$ cat config.mk
export PLATFORM = sky130hd
export DESIGN_NAME = disp_chan_sched
export DESIGN_NICKNAME = d
export VERILOG_FILES = /design/src/rtl/disp_sched_pkg.sv /design/src/rtl/disp_next_ch.sv /design/src/rtl/disp_chan_sched.sv
export SDC_FILE = /design/constraint.sdc
export NUM_CORES = 1
export LEC_CHECK = 0
export BUFFER_PORTS_ARGS = -buffer_cell sky130_fd_sc_hd__buf_2
export CAP_MARGIN = 10
export CORE_ASPECT_RATIO = 0.8
export CORE_MARGIN = 4
export CORE_UTILIZATION = 56
export CTS_CLUSTER_SIZE = 30
export DETAILED_ROUTE_END_ITERATION = 8
export HOLD_SLACK_MARGIN = 0.03
export PLACE_DENSITY_LB_ADDON = 0.15
export SLEW_MARGIN = 40
export SYNTH_ARGS = -nofsm -noshare
export SYNTH_HDL_FRONTEND = slang
export SYNTH_SLANG_ARGS = --single-unit
$ cat constraint.sdc
create_clock -name clk -period 3 [get_ports clk]
set_input_delay 0.6 -clock clk [delete_from_list [all_inputs] [get_ports clk]]
set_output_delay 0.6 -clock clk [all_outputs]
set_load 0.005 [all_outputs]
$ cat src/rtl/disp_sched_pkg.sv
// ============================================================================
// Module  : disp_sched_pkg
// Brief   : Shared constants and handshake state type for disp_chan_sched.
// Rev     : 1.0  initial release
// ============================================================================
`default_nettype none

package disp_sched_pkg;

    localparam int CH_N             = 8;
    localparam int SEL_W            = 3;
    localparam int DWELL_CYCLES_DEF = 50_000_000;

    typedef enum logic [1:0] {
        IDLE     = 2'd0,
        LATCH    = 2'd1,
        WAIT_REL = 2'd2
    } hs_state_t;

endpackage

`default_nettype wire

$ cat src/rtl/disp_next_ch.sv
// ============================================================================
// Module  : disp_next_ch
// Brief   : Rotate-priority finder: first mask bit strictly above cur, wrapping.
// Rev     : 1.0  initial release
// ============================================================================
`default_nettype none

module disp_next_ch
    import disp_sched_pkg::*;
(
    input  logic [SEL_W-1:0] cur,
    input  logic [CH_N-1:0]  mask,
    output logic [SEL_W-1:0] nxt
);

    logic [SEL_W-1:0] w_idx;

    // Scan offsets from far to near so the nearest enabled channel wins.
    always_comb begin
        nxt   = '0;
        w_idx = '0;
        for (int k = CH_N - 1; k >= 1; k--) begin
            w_idx = cur + SEL_W'(k);
            if (mask[w_idx]) begin
                nxt = w_idx;
            end
        end
    end

endmodule

`default_nettype wire

$ cat src/rtl/disp_chan_sched.sv
// ============================================================================
// Module  : disp_chan_sched
// Brief   : Channel scheduler for the 8-channel display mux (step / dwell
//           rotation, CPU channel-0 write handshake). Dwell timer and auto
//           rotation exist only when DISP_SCHED_AUTOSCAN_EN is defined.
// Rev     : 1.0  initial release
// ============================================================================
`default_nettype none

module disp_chan_sched
    import disp_sched_pkg::*;
#(
    parameter int DWELL_CYCLES = DWELL_CYCLES_DEF,
    parameter int CNT_W        = $clog2(DWELL_CYCLES)
) (
    input  logic             clk,
    input  logic             rst,
    input  logic             auto_mode,
    input  logic             step,
    input  logic [CH_N-1:0]  ch_mask,
    input  logic             cpu_wr,
    output logic             cpu_ack,
    output logic [SEL_W-1:0] Test,
    output logic             EN
);

    hs_state_t        state_q, state_d;
    logic [SEL_W-1:0] test_q, test_d;
    logic             en_q, en_d;
    logic             ack_q, ack_d;

    logic [CH_N-1:0]  w_mask_eff;
    logic [SEL_W-1:0] w_nxt;
    logic             w_req;
    logic             w_tc;
    logic             w_adv;
    logic             unused_mask0;

    // Channel 0 is always displayable, so the rotation can never stall.
    assign w_mask_eff   = {ch_mask[CH_N-1:1], 1'b1};
    assign unused_mask0 = ch_mask[0];

    disp_next_ch u_next_ch (
        .cur  (test_q),
        .mask (w_mask_eff),
        .nxt  (w_nxt)
    );

    assign w_req = (state_q == IDLE) && cpu_wr;
    assign w_adv = step || w_tc || !w_mask_eff[test_q];

`ifdef DISP_SCHED_AUTOSCAN_EN
    logic [CNT_W-1:0] cnt_q, cnt_d;

    assign w_tc = auto_mode && (cnt_q == CNT_W'(DWELL_CYCLES - 1));

    always_comb begin
        cnt_d = '0;
        if (!w_req && !w_adv && auto_mode) begin
            cnt_d = cnt_q + 1'b1;
        end
    end

    always_ff @(posedge clk or posedge rst) begin
        if (rst) begin
            cnt_q <= '0;
        end else begin
            cnt_q <= cnt_d;
        end
    end
`else
    logic [CNT_W-1:0] unused_cfg;

    assign w_tc       = 1'b0;
    assign unused_cfg = CNT_W'(DWELL_CYCLES) ^ {CNT_W{auto_mode}};
`endif

    always_comb begin
        state_d = state_q;
        unique case (state_q)
            IDLE:     if (cpu_wr)  state_d = LATCH;
            LATCH:                 state_d = WAIT_REL;
            WAIT_REL: if (!cpu_wr) state_d = IDLE;
            default:               state_d = IDLE;
        endcase

        // A new CPU write pins the mux to channel 0 and swallows any advance.
        test_d = test_q;
        if (w_req) begin
            test_d = '0;
        end else if (w_adv) begin
            test_d = w_nxt;
        end

        en_d  = w_req;
        ack_d = w_req;
    end

    always_ff @(posedge clk or posedge rst) begin
        if (rst) begin
            state_q <= IDLE;
            test_q  <= '0;
            en_q    <= 1'b0;
            ack_q   <= 1'b0;
        end else begin
            state_q <= state_d;
            test_q  <= test_d;
            en_q    <= en_d;
            ack_q   <= ack_d;
        end
    end

    assign Test    = test_q;
    assign EN      = en_q;
    assign cpu_ack = ack_q;

endmodule

`default_nettype wire

==> results.json, run 1 <==
{
  "synth.cell_area_sq_mm": 0.00106,
  "arrival_ps": 2550,
  "grtUsageTotal_pct": 22.9,
  "crit_path_end_kind": "flop",
  "post_cts_resized": 0,
  "start_kind": "flop",
  "via_per_inst": 6.91,
  "yosys.area.top_type": "dfrtp_1",
  "drc_errors": 0,
  "post-route-period-util_pct": 81.5,
  "cts_setup_buffers": 0,
  "p_leak_nw": 0.481,
  "hold_buffers": 0,
  "cts_max_level": 1,
  "grt-ovfl-total": 0,
  "ff2ff_path_depth": 8,
  "grt_util_met2_pct": 36.4,
  "clk-insertion-delay-late_ps": 240,
  "worstSetupStartpoint": "Test[0]",
  "cts_root_buffer": "clkbuf_4",
  "synthFlopType": "dfrtp_1",
  "regToRegStartpoint": "Test[0]",
  "drv_cap": 0,
  "die-area_sq_mm": 0.00265,
  "max_freq_mhz": 409,
  "gp_congestion": 0.898,
  "fillers": 142,
  "clkTransAtPathRegs_ps": 40,
  "die_w_um": 56.6,
  "rows": 13,
  "post-synth-top-count-cell": "nand2_1",
  "p_int_w": 0.000709,
  "cts_made_buffers": 3,
  "num_antenna_cells": 0,
  "status": "completed",
  "synth_area_leaders": "dfrtp_1 (14%), mux4_2 (11%), nand2_1 (4.6%), mux2i_1 (3.8%), nor2_1 (3.2%)",
  "die_y_um": 46.8,
  "crit_fanout": 9,
  "routedWlPerCell_um": 17.2,
  "start_util_pct": 61.8,
  "drv_slew": 0,
  "clock_sinks": 6,
  "met1_usage_pct": 32.7,
  "p_sw_w": 0.000800,
  "final_nets": 151,
  "skew_ps": 4.75,
  "crit_type": "reg -> reg",
  "whs_ps": 263,
  "final_core_util_pct": 67.3,
  "grt_busiest_layer": "met2",
  "placedInstanceArea_sq_mm": 0.00113,
  "synth_area_per_cell_sq_um": 8.73,
  "antenna_found_initial": 0,
  "min_period_ps": 2440,
  "grt_pass1_vias": 976,
  "final_area_sq_mm": 0.00115,
  "swShare_pct": 53.0,
  "multi_input_area_sq_um": 830,
  "rsz0062_at_grt": "no",
  "hpwlAfterDp_um": 2100,
  "finalSetupViolCount": 0,
  "ant_nets": 0,
  "seqCellArea_sq_um": 150,
  "grt_pass1_wl_um": 4640,
  "syn_inst": 121,
  "placed_cells": 153,
  "relSlewSlack_pct": 62.4,
  "stdcell_count": 156,
  "drt_wl_total_um": 2690,
  "tightestPinTransition_ps": 563,
  "via_count": 1078,
  "drtIter0Drc": 70,
  "grt_max_degree": 18,
  "tns_ps": 0,
  "power_density_mw_per_mm2": 1310,
  "synth_nets": 136,
  "hold_viol": 0,
  "tritoncts": "built",
  "grtUsageMet3_pct": 4.95,
  "core_area_sq_mm": 0.00171,
  "combPwrFrac_pct": 84.3,
  "async_flop_share_pct": 100,
  "ios": 18,
  "synth-edff-count": 0,
  "synth_seq_cells": 6,
  "synth_top_cell_area_share_pct": 14.2,
  "p_seq_share_pct": 11.0,
  "yosysSeqAreaShare_pct": 14.2,
  "yosysUniqueCellTypes": 54,
  "synth_common_cells": "nand2_1 (13), nor2_1 (9), a21oi_1 (6), dfrtp_1 (6), mux4_2 (5)",
  "r2r_slack_ps": 560,
  "ir_drop_mv": 0.874,
  "area_growth_pct": 8.89,
  "first_pass_iters": 4,
  "io_buffers": 15,
  "required_ps": 3110,
  "hold_path_class": "in -> async",
  "yosys_warnings": 0,
  "clk_path_buf_depth": 2,
  "clockPowerShare_pct": 4.7,
  "final_layout_size_suffix_gt1_share_pct": 29.1
}
==> stage by stage <==
stage,worst slack [ps],power [W]
global route,349,0.00165
CTS,591,0.00148
floorplan,554,0.00118
finish,556,0.00151
detailed placement,595,0.00140
global placement,624,0.00137
==> cell type report <==
| class | count | share of cell area (%) |
|---|---|---|
| multi-input combinational | 101 | 72.1 |
| sequential | 6 | 13.1 |
| timing repair buffer | 18 | 8.49 |
| tap | 22 | 2.39 |
| clock buffer | 3 | 1.96 |
| inverter | 6 | 1.96 |
==> power groups by stage <==
| stage | logic, W | clock network (W) | registers (W) |
|---|---|---|---|
| 3_5_place_dp | 0.00124 | 0 | 0.000165 |
| 2_1_floorplan | 0.00103 | 0 | 0.000156 |
| 4_1_cts | 0.00124 | 0.0000735 | 0.000164 |
| 6_report | 0.00127 | 0.0000715 | 0.000166 |
| 3_3_place_gp | 0.00121 | 0 | 0.000162 |
| 5_1_grt | 0.00140 | 0.0000812 | 0.000171 |
==> per-layer routing <==
metal | wire length (um) | up-vias
met1 | 1240 | 519
met3 | 225 | 2
met2 | 1210 | 52
met5 | 0 | -
li1 | - | 505
met4 | 15 | 0
==> worst max-delay path: stages, from the launching register on <==
cell,delay [ps]
dfrtp_1,350
inv_1,100
ha_1,510
mux2_1,380
o221ai_1,300
nand2_1,130
a211o_1,280
a31oi_1,160
o21ai_1,90
==> cells in the final DEF, fill, tap and decap left out, drive strengths merged, types with 3 or more instances in the layout <==
| cell | n |
|---|---|
| nand2 | 13 |
| mux4 | 5 |
| nor2 | 9 |
| clkbuf | 3 |
| dfrtp | 6 |
| nand3 | 4 |
| nor3b | 3 |
| mux2 | 4 |
| a211oi | 3 |
| buf | 18 |
| inv | 6 |
| a21oi | 6 |
| mux2i | 6 |
| nor3 | 3 |
| o21ai | 3 |
| o221ai | 3 |
==> kinds of logic (layout without fill, tap and decap cells) <==
kind of cell    Yosys count  in the layout  synth area share (%)
compound gates           40             40                  30.0
xor+xnor                  3              3                  2.49
fa+ha+maj                 2              2                  2.37
buf+inv                  14             27                  7.23
flops                     6              6                  14.2
mux                      15             15                  22.9
simple gates             41             41                  20.9
==> sequential cells by signal (all words and copies together) (netlist names) <==
register / cells
cpu_ack: 1
state_q: 2
Test: 3
==> final timing paths <==
check                                   to
worst max-delay path               Test[1]
worst min-delay path               cpu_ack
worst max register to register     Test[1]
worst min register to register     cpu_ack
max in group asynchronous       state_q[0]
min in group clk                   cpu_ack
No activity file was read; power rests on OpenSTA's default activity.
==> inputs of run 2 (changes only) <==
CORE_UTILIZATION = 50   (was 56)
clock period = 2 ns   (was 3 ns; I/O delays follow)
==> results.json, run 2 (same netlist as run 1, synthesis figures left out) <==
{
  "status": "finished with violations",
  "violations": "setup timing",
  "hold_viol": 0,
  "ff2ff_path_depth": 8,
  "largest_register_ffs": 3,
  "postLayoutSetupSlackWorst_ps": -200,
  "first_pass_iters": 4,
  "p_leak_nw": 0.635,
  "final_layout_size_suffix_gt1_share_pct": 49.4,
  "cts_root_buffer": "clkbuf_4",
  "stdcell_count": 188,
  "die_w_um": 59.4,
  "ir_drop_mv": 1.29,
  "drt_wl_total_um": 3150,
  "crit_path_end_kind": "flop",
  "crit_type": "reg -> reg",
  "start_kind": "flop",
  "required_ps": 2140,
  "drc_errors": 0,
  "hold_buffers": 0,
  "relSlewSlack_pct": 61.6,
  "p_int_w": 0.00153,
  "r2r_slack_ps": -200,
  "area_growth_pct": 36.4,
  "dp_slack_ps": -242,
  "via_per_inst": 6.35,
  "grt_pass1_vias": 1194,
  "clockPowerShare_pct": 4.0,
  "whs_ps": 48.4,
  "via_count": 1193,
  "swShare_pct": 47.9,
  "regToRegStartpoint": "Test[0]",
  "layout_common_cells": "buf_4 (32), buf_2 (15), nand2_1 (13), nor2_1 (8), a21oi_1 (6)",
  "ant_nets": 0,
  "finalSetupViolCount": 3,
  "arrival_ps": 2340,
  "hold_path_class": "in -> async",
  "ios": 18,
  "gp_congestion": 0.991,
  "cts_made_buffers": 3,
  "clock_sinks": 6,
  "drv_slew": 0,
  "num_antenna_cells": 0,
  "placed_cells": 185,
  "final_common_cell": "buf_4",
  "grt_pass1_wl_um": 5310,
  "reg2reg_to": "Test[2]",
  "post-route-period-util_pct": 110,
  "rsz0062_at_grt": "yes",
  "grtUsageTotal_pct": 24.0,
  "tritoncts": "built",
  "max_freq_mhz": 454,
  "clkTransAtPathRegs_ps": 50,
  "tightestPinTransition_ps": 572,
  "antenna_found_initial": 0,
  "crit_fanout": 7,
  "cts_max_level": 1,
  "p_seq_share_pct": 8.6,
  "power_density_mw_per_mm2": 2040,
  "drv_cap": 0,
  "combPwrFrac_pct": 87.4,
  "drtIter0Drc": 79,
  "fillers": 146,
  "rows": 14,
  "grt_max_degree": 15,
  "clk_path_buf_depth": 2,
  "routedWlPerCell_um": 16.7,
  "cts_setup_buffers": 0,
  "hpwlAfterDp_um": 2530,
  "die_y_um": 49.1,
  "die-area_sq_mm": 0.00292,
  "min_period_ps": 2200,
  "skew_ps": 3.91,
  "clk-insertion-delay-late_ps": 260,
  "p_sw_w": 0.00140,
  "final_core_util_pct": 74.1,
  "start_util_pct": 54.3,
  "core_area_sq_mm": 0.00194,
  "io_buffers": 15,
  "grt-ovfl-total": 0,
  "final_nets": 181
}
==> run 2: changes by cell type in the layout (fill, tap and decap cells not counted), sizes merged <==
cell,delta
buf,+30
==> run 2: layer usage <==
layer  routed length, um  GRT usage [%]  vias up
met5                   0              0        -
met4                  94           13.6        0
met3                 140           3.70        9
met2                1480           35.8       32
met1                1430           32.2      583
li1                    -              -      569
==> run 2: worst max-delay path: stages, from the launching register on <==
cell     delay, ps
dfrtp_2        440
inv_6           50
ha_4           320
mux4_2         420
o21a_1         210
o31a_1         120
nor2_1         120
a32oi_1        150
o31a_1         260
==> run 2: final cells by class <==
cell class              count  area, sq um  share of cell area [%]
inverters                   6         27.5                    1.91
well taps                  24         30.0                    2.09
flip-flops and latches      6          151                    10.5
repair buffers             48          327                    22.7
multi-input cells         101          882                    61.3
clock buffers               3         22.5                    1.56
==> run 2: stage by stage <==
| stage | power (W) | area (sq um) | TNS [ps] |
|---|---|---|---|
| after floorplan | 0.00189 | 1100 | -780 |
| after global placement | 0.00266 | 1390 | -559 |
| after detailed placement | 0.00270 | 1390 | -692 |
| after CTS | 0.00288 | 1430 | -525 |
| after global routing | 0.00317 | 1440 | -896 |
| final | 0.00293 | 1440 | -554 |
==> run 2: what timing repair did <==
action / CTS / global route
resized for setup: 4 / 3
setup endpoints to repair: 3 / 3
pin swaps: 0 / 4
==> run 2: how the worst max path moves through the flow <==
stage | from | to | slack (ps)
global placement | Test[0] | Test[1] | -190
finish | Test[0] | Test[2] | -200
global route | Test[0] | Test[2] | -300
CTS | Test[0] | Test[2] | -190
detailed placement | Test[0] | Test[0] | -240
floorplan | Test[0] | Test[0] | -260
==> run 2: power by group through the flow <==
stage               sequential [W]  clock (W)  combinational (W)
floorplan                 0.000233          0            0.00165
global placement          0.000244          0            0.00241
detailed placement        0.000249          0            0.00245
CTS                       0.000251   0.000123            0.00250
global route              0.000260   0.000132            0.00278
finish                    0.000252   0.000118            0.00256
==> inputs of run 3 (changes only) <==
CORE_UTILIZATION = 45   (was 50)
==> results.json, run 3 (same netlist as run 1, synthesis figures left out) <==
{
  "drt_wl_total_um": 3540,
  "clkTransAtPathRegs_ps": 50,
  "final_nets": 183,
  "die_y_um": 51.3,
  "cts_root_buffer": "clkbuf_4",
  "dp_slack_ps": -284,
  "arrival_ps": 2300,
  "placedInstanceArea_sq_mm": 0.00140,
  "die-area_sq_mm": 0.00319,
  "grt_pass1_vias": 1198,
  "drv_slew": 0,
  "hold_viol": 0,
  "ir_drop_mv": 1.36,
  "rows": 15,
  "grt-ovfl-total": 0,
  "tightestPinTransition_ps": 565,
  "cts_max_level": 1,
  "layout_common_cells": "buf_4 (34), buf_2 (15), nand2_1 (13), nor2_1 (8), a21oi_1 (6)",
  "clock_sinks": 6,
  "clk_path_buf_depth": 2,
  "violations": "setup timing",
  "start_util_pct": 48.1,
  "gp_congestion": 0.999,
  "hold_path_class": "in -> async",
  "postLayoutSetupSlackWorst_ps": -172,
  "final_layout_size_suffix_gt1_share_pct": 51.8,
  "drv_cap": 0,
  "final_core_util_pct": 68.4,
  "final_area_sq_mm": 0.00150,
  "largest_register_ffs": 3,
  "start_kind": "flop",
  "rsz0062_at_grt": "yes",
  "routedWlPerCell_um": 18.5,
  "grt_pass1_wl_um": 5860,
  "skew_ps": 2.41,
  "finalSetupViolCount": 3,
  "io_buffers": 15,
  "hold_buffers": 0,
  "ant_nets": 0,
  "first_pass_iters": 4,
  "area_growth_pct": 42.2,
  "tritoncts": "built",
  "crit_path_end_kind": "flop",
  "post-route-period-util_pct": 109,
  "grt_max_degree": 13,
  "min_period_ps": 2170,
  "p_leak_nw": 0.660,
  "status": "finished with violations",
  "crit_type": "reg -> reg",
  "antenna_found_initial": 0,
  "drtIter0Drc": 135,
  "max_freq_mhz": 460,
  "drc_errors": 0,
  "cts_made_buffers": 3,
  "num_antenna_cells": 0,
  "clk-insertion-delay-late_ps": 250,
  "crit_fanout": 5,
  "required_ps": 2130,
  "via_per_inst": 6.37,
  "grtUsageTotal_pct": 23.3,
  "core_area_sq_mm": 0.00220,
  "via_count": 1217,
  "ios": 18,
  "power_density_mw_per_mm2": 2060,
  "final_common_cell": "buf_4",
  "die_w_um": 62.2,
  "relSlewSlack_pct": 62.1,
  "hpwlAfterDp_um": 2780
}
run 3: cell count changes in the layout (fill, tap and decap cells not counted), sizes merged:
cell / delta
buf: +2
run 3: worst max-delay path: stages, from the launching register on:
cell	delay, ps
dfrtp_2	430
inv_6	40
ha_4	320
mux2_4	330
o221ai_2	280
nand2_1	130
a211o_1	240
a31oi_1	190
o21ai_1	100
run 3: path summary, 6_finish.rpt:
| check | start | slack, ps | endpoint | cells past startpoint |
|---|---|---|---|---|
| worst max-delay path | Test[0] | -170 | Test[1] | 8 |
| worst max register to register | Test[0] | -170 | Test[1] | 8 |
| min in group clk | cpu_wr | 420 | state_q[1] | 3 |
| max in group asynchronous | rst | 1710 | Test[0] | 2 |
| worst min register to register | state_q[0] | 500 | cpu_ack | 1 |
| worst min-delay path | rst | 60 | cpu_ack | 2 |
run 3: report_power, final:
group / switching (W) / internal, W / total, W / leakage (nW)
Sequential: 0.0000683 / 0.000177 / 0.000245 / 0.0750
Clock: 0.0000527 / 0.0000685 / 0.000121 / 0.0138
Combinational: 0.00137 / 0.00135 / 0.00272 / 0.571
Total: 0.00149 / 0.00159 / 0.00309 / 0.660
run 3: stage by stage:
| step | cells | hold slack, ps | setup TNS [ps] | total power [W] |
|---|---|---|---|---|
| floorplan | 121 | 191 | -780 | 0.00189 |
| global placement | 187 | 315 | -581 | 0.00267 |
| detailed placement | 187 | 328 | -757 | 0.00275 |
| CTS | 191 | 53.6 | -371 | 0.00297 |
| global route | 191 | 83.4 | -669 | 0.00330 |
| finish | 191 | 63.2 | -482 | 0.00309 |
run 3: layout make-up:
cell class / count / area [sq um]
fill: 173 / 694
clock buffer: 3 / 22.5
inverter: 6 / 27.5
sequential: 6 / 151
timing repair buffer: 50 / 345
multi-input combinational: 101 / 923
tap: 25 / 31.3
run 3: timing repair:
item                       4_1_cts  5_1_grt
pin swaps                        0        2
resized for setup                8        5
gates cloned                     0        0
setup buffers                    1        0
setup endpoints to repair        3        3
hold endpoints to repair         0        0
run 3: routing by layer:
| metal | GRT usage [%] | up-vias | share of wire, % |
|---|---|---|---|
| met5 | 0 | - | 0 |
| met4 | 6.50 | 0 | 0.85 |
| met3 | 8.13 | 6 | 10 |
| met2 | 35.5 | 64 | 46 |
| met1 | 31.1 | 577 | 43 |
| li1 | - | 570 | - |
